==> config.mk <==
export PLATFORM = sky130hd
export DESIGN_NAME = clk_div_reset_gen
export DESIGN_NICKNAME = d
export VERILOG_FILES = /design/src/rtl/clk_div_reset_gen.sv
export SDC_FILE = /design/constraint.sdc
export NUM_CORES = 1
export LEC_CHECK = 0
export BUFFER_PORTS_ARGS = -buffer_cell sky130_fd_sc_hd__buf_2
export CORE_MARGIN = 4
export CORE_UTILIZATION = 45
export DETAILED_ROUTE_END_ITERATION = 8
export MAX_ROUTING_LAYER = met4
export PLACE_DENSITY = 0.62
export SLEW_MARGIN = 20
export SYNTH_ARGS = -nofsm -noshare
export SYNTH_HDL_FRONTEND = slang
export SYNTH_SLANG_ARGS = --single-unit
==> constraint.sdc <==
create_clock -name clk -period 5.1 [get_ports clk]
set_input_delay 0.51 -clock clk [delete_from_list [all_inputs] [get_ports clk]]
set_output_delay 0.51 -clock clk [all_outputs]
set_load 0.01 [all_outputs]
==> src/rtl/clk_div_reset_gen.sv <==
// Multi-channel clock divider with per-channel reloadable divisor, period-aligned
// enable, single-cycle tick, plus a stretched downstream reset and lock flag.
module clk_div_reset_gen #(
    parameter int CHANNELS    = 2,
    parameter int DIV_WIDTH   = 8,
    parameter int DEFAULT_DIV = 2,
    parameter int RESET_HOLD  = 16
) (
    input  logic                          clk,
    input  logic                          reset,
    input  logic [CHANNELS*DIV_WIDTH-1:0] div_i,
    input  logic [CHANNELS-1:0]           div_load_i,
    input  logic [CHANNELS-1:0]           enable_i,
    output logic [CHANNELS-1:0]           clk_o,
    output logic [CHANNELS-1:0]           tick_o,
    output logic                          soc_reset_o,
    output logic                          locked_o
);

    localparam int HW = $clog2(RESET_HOLD + 1);

    logic [CHANNELS-1:0] pend_next;

    for (genvar g = 0; g < CHANNELS; g++) begin : g_ch
        logic [DIV_WIDTH-1:0] cnt_q, cnt_d, div_q, div_d, pdiv_q, pdiv_d, pdiv_eff;
        logic                 pend_q, pend_d, run_q, run_d, clk_q, clk_d, tick_q, tick_d;
        logic                 pend_eff, active, boundary;
        logic [DIV_WIDTH:0]   half;

        always_comb begin
            // A load in the boundary cycle bypasses pend_div and lands at that boundary
            pend_eff = pend_q | div_load_i[g];
            pdiv_eff = div_load_i[g] ? div_i[g*DIV_WIDTH +: DIV_WIDTH] : pdiv_q;
            active   = run_q && (div_q != '0);
            boundary = active && (cnt_q == div_q - 1'b1);
            cnt_d    = cnt_q;
            div_d    = div_q;
            pdiv_d   = pdiv_eff;
            pend_d   = pend_eff;
            run_d    = run_q;
            if (!active) begin
                cnt_d = '0;
                if (pend_eff) begin
                    div_d  = pdiv_eff;
                    pend_d = 1'b0;
                end
                if (!run_q && enable_i[g]) run_d = 1'b1;
            end else if (boundary) begin
                cnt_d = '0;
                if (pend_eff) begin
                    div_d  = pdiv_eff;
                    pend_d = 1'b0;
                end
                if (!enable_i[g]) run_d = 1'b0;
            end else begin
                cnt_d = cnt_q + 1'b1;
            end
            // One extra bit keeps N+1 from wrapping at the maximum divisor
            half   = ({1'b0, div_d} + 1'b1) >> 1;
            clk_d  = run_d && (div_d != '0) && ({1'b0, cnt_d} >= half);
            tick_d = run_d && (div_d != '0) && (cnt_d == div_d - 1'b1);
        end

        always_ff @(posedge clk) begin
            if (reset) begin
                cnt_q  <= '0;
                div_q  <= DIV_WIDTH'(DEFAULT_DIV);
                pdiv_q <= DIV_WIDTH'(DEFAULT_DIV);
                pend_q <= 1'b0;
                run_q  <= 1'b1;
                clk_q  <= 1'b0;
                tick_q <= 1'b0;
            end else begin
                cnt_q  <= cnt_d;
                div_q  <= div_d;
                pdiv_q <= pdiv_d;
                pend_q <= pend_d;
                run_q  <= run_d;
                clk_q  <= clk_d;
                tick_q <= tick_d;
            end
        end

        assign clk_o[g]     = clk_q;
        assign tick_o[g]    = tick_q;
        assign pend_next[g] = pend_d;
    end

    logic [HW-1:0] hold_q, hold_d;
    logic          soc_q, soc_d, lock_q, lock_d;

    always_comb begin
        hold_d = (hold_q == HW'(RESET_HOLD)) ? hold_q : hold_q + 1'b1;
        soc_d  = (hold_d != HW'(RESET_HOLD));
        lock_d = ~soc_d & ~|pend_next;
    end

    always_ff @(posedge clk) begin
        if (reset) begin
            hold_q <= '0;
            soc_q  <= 1'b1;
            lock_q <= 1'b0;
        end else begin
            hold_q <= hold_d;
            soc_q  <= soc_d;
            lock_q <= lock_d;
        end
    end

    assign soc_reset_o = soc_q;
    assign locked_o    = lock_q;

endmodule

# Yosys cells after proc, flatten, opt, wreduce, memory -nomap -nowiden
# Index checks and enable logic that the tools add are counted.
word_totals:
  regBits: 63
  in_bits: 22
op_classes:
  n_addsub: 9
  n_lt_le_gt_ge: 2
  n_eq_ne: 6
  mux: 25
  n_bitwise: 4
  n_reduce_logical: 20
ops:
  columns: ["op", "count"]
  rows:
  - ["$mux W8", 12]
  - ["$eq A8 B8 Y1", 4]
  - ["$reduce_bool A8 Y1", 4]
  - ["$sub A8 B1 Y8 const B", 4]
  - ["$add A8 B1 Y9 const B", 2]
  - ["$add A8 B1 Y8 const B", 2]
  - ["$ge A8 B8 Y1", 2]
  - ["$logic_and A1 B1 Y1", 12]
  - ["$mux W1", 12]
  - ["$add A5 B1 Y5 const B", 1]
  - ["$eq A5 B5 Y1 const B", 1]
  - ["$mux W5", 1]
  - ["$ne A5 B5 Y1 const B", 1]
  - ["$logic_not A1 Y1", 3]
  - ["$or A1 B1 Y1", 2]
  - ["$reduce_or A2 Y1", 1]
  - ["$and A1 B1 Y1", 1]
  - ["$not A1 Y1", 1]

# Logic depth before layout (Yosys ltp)
logic_depth:
  ltp_word: 8
  mapped_depth: 22

# Least setup slack after synthesis
# No wires, ideal clock.
synth_timing:
  path_type: "flip-flop to flip-flop"
  start: "register g_ch[0].div_q[0]"
  end: "register g_ch[0].clk_q"
  arrival_time_ns: 3.999
  t_required_ns: 4.971
  path_slack_ns: 0.972
  stages_incl_launch_ff: 22
  path_buffers: 1
  cell_sequence: "dfxtp_1 -> inv_1 -> ha_1 -> or2_2 -> a2111oi_2 -> a41oi_1 -> a211o_1 -> buf_6 -> a21oi_1 -> a2bb2oi_2 -> ha_1 -> ha_1 -> nand2b_1 -> a21o_1 -> a21o_1 -> a21o_1 -> a21oi_1 -> nor2b_1 -> o21ai_0 -> nand2b_1 -> a21oi_1 -> nor2_1"
synth_between:
  elab_chain_len: 8
synth_lines:
  columns: ["element", "line_no", "rtl"]
  rows:
  - ["from (decl)", "25", "logic [DIV_WIDTH-1:0] cnt_q, cnt_d, div_q, div_d, pdiv_q, pdiv_d, pdiv_eff;"]
  - ["from (signal assigned)", "67", "div_q <= DIV_WIDTH'(DEFAULT_DIV);"]
  - ["from (signal assigned)", "75", "div_q <= div_d;"]
  - ["$sub A8 B1 Y8 / $reduce_bool A8 Y1 (equally long branches)", "35, 34", null]
  - ["$eq A8 B8 Y1 / $logic_and A1 B1 Y1 (equally long branches)", "35, 34", null]
  - ["$logic_and A1 B1 Y1", "35", "boundary = active && (cnt_q == div_q - 1'b1);"]
  - ["$mux W8", "48", "end else if (boundary) begin"]
  - ["$mux W8", "41", "if (!active) begin"]
  - ["$add A8 B1 Y9 / $reduce_bool A8 Y1 (equally long branches)", "59, 60", null]
  - ["$ge A8 B8 Y1 / $logic_and A1 B1 Y1 (equally long branches)", "60", "clk_d = run_d && (div_d != '0) && ({1'b0, cnt_d} >= half);"]
  - ["$logic_and A1 B1 Y1 *", "60", null]
  - ["to (signal assigned)", "79", "clk_q <= clk_d;"]
  - ["to (decl)", "26", "logic pend_q, pend_d, run_q, run_d, clk_q, clk_d, tick_q, tick_d;"]
# Every way passes the cells marked *; elsewhere a longest branch is shown, timed or not.
# A chain may end at the register's enable or synchronous reset.

# Worst setup path after layout
layout_timing:
  start: "register g_ch[0].div_q[0]"
  end: "register g_ch[0].clk_q"
layout_between:
  elab_chain_len: 8
layout_lines:
  columns: ["element", "line_no"]
  rows:
  - ["$sub A8 B1 Y8 / $reduce_bool A8 Y1 (equally long branches)", "35, 34"]
  - ["$eq A8 B8 Y1 / $logic_and A1 B1 Y1 (equally long branches)", "35, 34"]
  - ["$logic_and A1 B1 Y1", "35"]
  - ["$mux W8", "48"]
  - ["$mux W8 *", "41"]
  - ["via g_ch[0].div_d[1]", "25"]
  - ["$add A8 B1 Y9 / $reduce_bool A8 Y1 (equally long branches)", "59, 60"]
  - ["$ge A8 B8 Y1 / $logic_and A1 B1 Y1 (equally long branches)", "60"]
  - ["$logic_and A1 B1 Y1 *", "60"]
# Mark *: on every way through the listed nets, which the timed path passes. The rest lies on a longest branch.

==> qor.yml <==
routing:
  drt_iter0_markers: 298
  drtAntennaViolNets: 0
  drt_first_pass_iters: 5
  wire_per_inst_um: 16.51
  drc_errors: 0
  vias_per_cell: 5.848
  dr_total_vias: 4398
  wl_um: 12420
setup_path:
  arrival_ns: 4.78
  critPathCaptureType: "register"
  cp.required_ns: 5.32
  worstReg2RegStart: "g_ch[0].div_q[0]"
  path_class: "register to register"
  path_max_fanout: 9
  reg2reg_slack_ns: 0.54
  r2r_cells: 21
  crit_path_start_kind: "register"
  reg2reg_to: "g_ch[0].clk_q"
clock_network:
  cts_max_path_buffers: 2
  postCtsHoldBufs: 0
  cts_buffers: 9
  cts_max_level: 3
  cts.sinks: 63
  cts_setup_buffers: 0
  ctsResizeCount: 0
  clk_latency_ns: 0.35
  clkSlewWorstSetupHoldPaths_ns: 0.08
  clock-root-buffer: "clkbuf_8"
  cts_tree: "built"
sta:
  worstMarginPinSlew_ns: 0.6823
  hold_violations: 0
  finalCriticalPeriod_ns: 4.556
  maxSlewViolCount: 0
  fmax_mhz: 219.5
  setup_viol: 0
  fin_hold_ws_ns: 0.3915
  skew_ns: 0.01100
  relSlewSlack_pct: 54.43
  finalCritPeriodShare_pct: 89.33
  setup_tns_ns: 0
  rsz0062_at_grt: "no"
min_path:
  holdPathStages: 3
  min_to: "g_ch[0].run_q"
  hold_start: "enable_i[0]"
  hold_path_class: "input pin to register"
flow_run:
  cap_violations: 0
synthesis:
  yosysUniqueCellTypes: 76
  synth_ff_type: "dfxtp_1"
  synthTopCellsByArea: "dfxtp_1 27%, ha_1 6.9%, xor2_1 5.2%, nor2_1 4.9%, nand2_1 4.2%"
  synthArstFlopShare_pct: 0
  synth_most_common_cell: "dfxtp_1"
  synth-edff-count: 0
  synthTopCellsByCount: "63 x dfxtp_1, 62 x nor2_1, 53 x nand2_1"
  syn_nets: 640
  ys_seq_area_share_pct: 26.81
  syn_area_um2: 4705
  yosys_warnings: 0
  syn_inst: 592
  synth_seq_cells: 63
  syn_area_per_cell_um2: 7.947
  synth_top_area_share_pct: 26.81
  yosysTopAreaCell: "dfxtp_1"
final_layout:
  design_area_um2: 5156
  final_util_pct: 50.40
  fill_cells: 1004
  num_antenna_cells: 0
  drive_gt1_share_pct: 12.34
  fin_cells: 752
  area_growth_pct: 9.601
  final_nets: 659
floorplan:
  dieArea_um2: 12150
  fp-row-count: 37
  die_h_um: 110.2
  io_pins: 28
  start_util_pct: 45.98
  core_area_um2: 10230
  die_w_um: 110.2
global_routing:
  grt_start_max_net_pins: 51
  antenna_found_initial: 0
  grt_pass1_vias: 4180
  grt.total_usage_pct: 21.94
  gr-total-overflow: 0
  grt_pass1_wl_um: 20290
placed_design:
  place_area_um2: 4935
  dp_cells: 736
  dp_hpwl_um: 9232
  gp_congestion: 0.9195
  io_buffers: 27
power:
  leakagePower_nw: 2.133
  vdd_ir_drop_max_mv: 0.4570
  p_per_area_nw_per_um2: 826.4
status:
  outcome: "finished, final reports clean"
[cell usage in the layout (no fill, tap or decap), types with 4 or more instances in the layout]
master,synthesis,layout
clkbuf_8,0,9
a21oi_1,39,39
xnor2_1,21,21
xor2_1,28,28
nor4_1,7,7
a211oi_1,10,10
nor3_1,23,23
nand3_1,16,16
a211oi_2,4,4
or3_1,15,15
buf_2,3,27
or2_2,4,4
nor2b_1,8,8
buf_4,4,10
o21ai_0,16,16
and2_1,12,12
mux2i_1,7,7
and3_1,12,12
nor2_1,62,62
a22oi_1,4,4
nand2_1,53,53
nand4_1,7,7
a211o_1,6,6
dfxtp_1,63,63
a31oi_1,4,4
a21o_1,8,8
inv_1,22,22
o31a_1,4,4
o211ai_1,4,4
ha_1,26,26
nand2b_1,19,19
[cells by family after synthesis]
logic type	after synthesis	synth area share (%)
XOR/XNOR	49	9.123
AO/OA/AOI/OAI	135	21.68
multiplexers	10	2.261
adder cells (fa/ha/maj)	26	6.915
AND/OR/NAND/NOR	257	28.19
flip-flops	63	26.81
buffers and inverters	52	5.026
[registers in the layout, summed over array words and instances (netlist names)]
register / flops
g_ch.cnt_q: 16
g_ch.div_q: 16
g_ch.pdiv_q: 16
hold_q: 5
g_ch.clk_q: 2
g_ch.pend_q: 2
g_ch.run_q: 2
g_ch.tick_q: 2
locked_o: 1
soc_reset_o: 1
[routing by layer]
layer | share of wire [%] | GRT usage (%) | up-vias
li1 | - | - | 2169
met1 | 44 | 25.58 | 2066
met4 | 3.6 | 10.64 | 0
met3 | 3.8 | 3.669 | 42
met2 | 49 | 36.70 | 121
met5 | 0 | - | -
[final cells by class]
cell class | instances | area [um^2] | share of cell area, %
repair buffers | 37 | 210.2 | 4.077
multi-input cells | 477 | 3207 | 62.19
clock inverters | 7 | 97.59 | 1.893
flip-flops and latches | 63 | 1261 | 24.46
well taps | 136 | 170.2 | 3.300
inverters | 23 | 86.33 | 1.674
clock buffers | 9 | 123.9 | 2.402
[worst max path at each step]
stage	from	end	slack, ns	cells after the start
6_report	g_ch[0].div_q[0]	g_ch[0].clk_q	0.54	21
5_1_grt	g_ch[0].div_q[0]	g_ch[0].clk_q	0.22	21
4_1_cts	g_ch[0].div_q[0]	g_ch[0].clk_q	0.57	21
3_5_place_dp	g_ch[0].div_q[0]	g_ch[0].clk_q	0.62	21
3_3_place_gp	g_ch[0].div_q[0]	g_ch[0].clk_q	0.74	20
2_1_floorplan	g_ch[0].div_q[0]	g_ch[0].clk_q	0.97	21
[worst max-delay path, cell delays in order, from the launching register on]
cell and delay, ns:
dfxtp_1 0.45, inv_1 0.07, ha_1 0.26, or2_2 0.32, a2111oi_2 0.37, a41oi_1 0.14
a211o_1 0.45, a21oi_1 0.22, a2bb2oi_2 0.26, inv_1 0.09, ha_1 0.21, xor2_1 0.17
ha_1 0.30, a21o_1 0.15, a21o_1 0.17, a21o_1 0.17, a21oi_1 0.14, nor2b_1 0.07
o21ai_0 0.16, nand2b_1 0.08, a21oi_1 0.14, nor2_1 0.06
[power breakdown]
group	leakage [nW]	internal (W)	total, W	switching [W]
logic	1.51	0.00130	0.00301	0.00171
clock network	0.105	0.000276	0.000495	0.000219
registers	0.515	0.000593	0.000759	0.000166
total	2.13	0.00217	0.00426	0.00209
[metrics by stage]
stage | worst slack (ns) | power (W)
after floorplan | 0.9718 | 0.003085
after global placement | 0.7446 | 0.003693
after detailed placement | 0.6248 | 0.003742
after CTS | 0.5747 | 0.004259
after global routing | 0.2233 | 0.004669
final | 0.5441 | 0.004261
No activity file was read; power rests on OpenSTA's default activity.
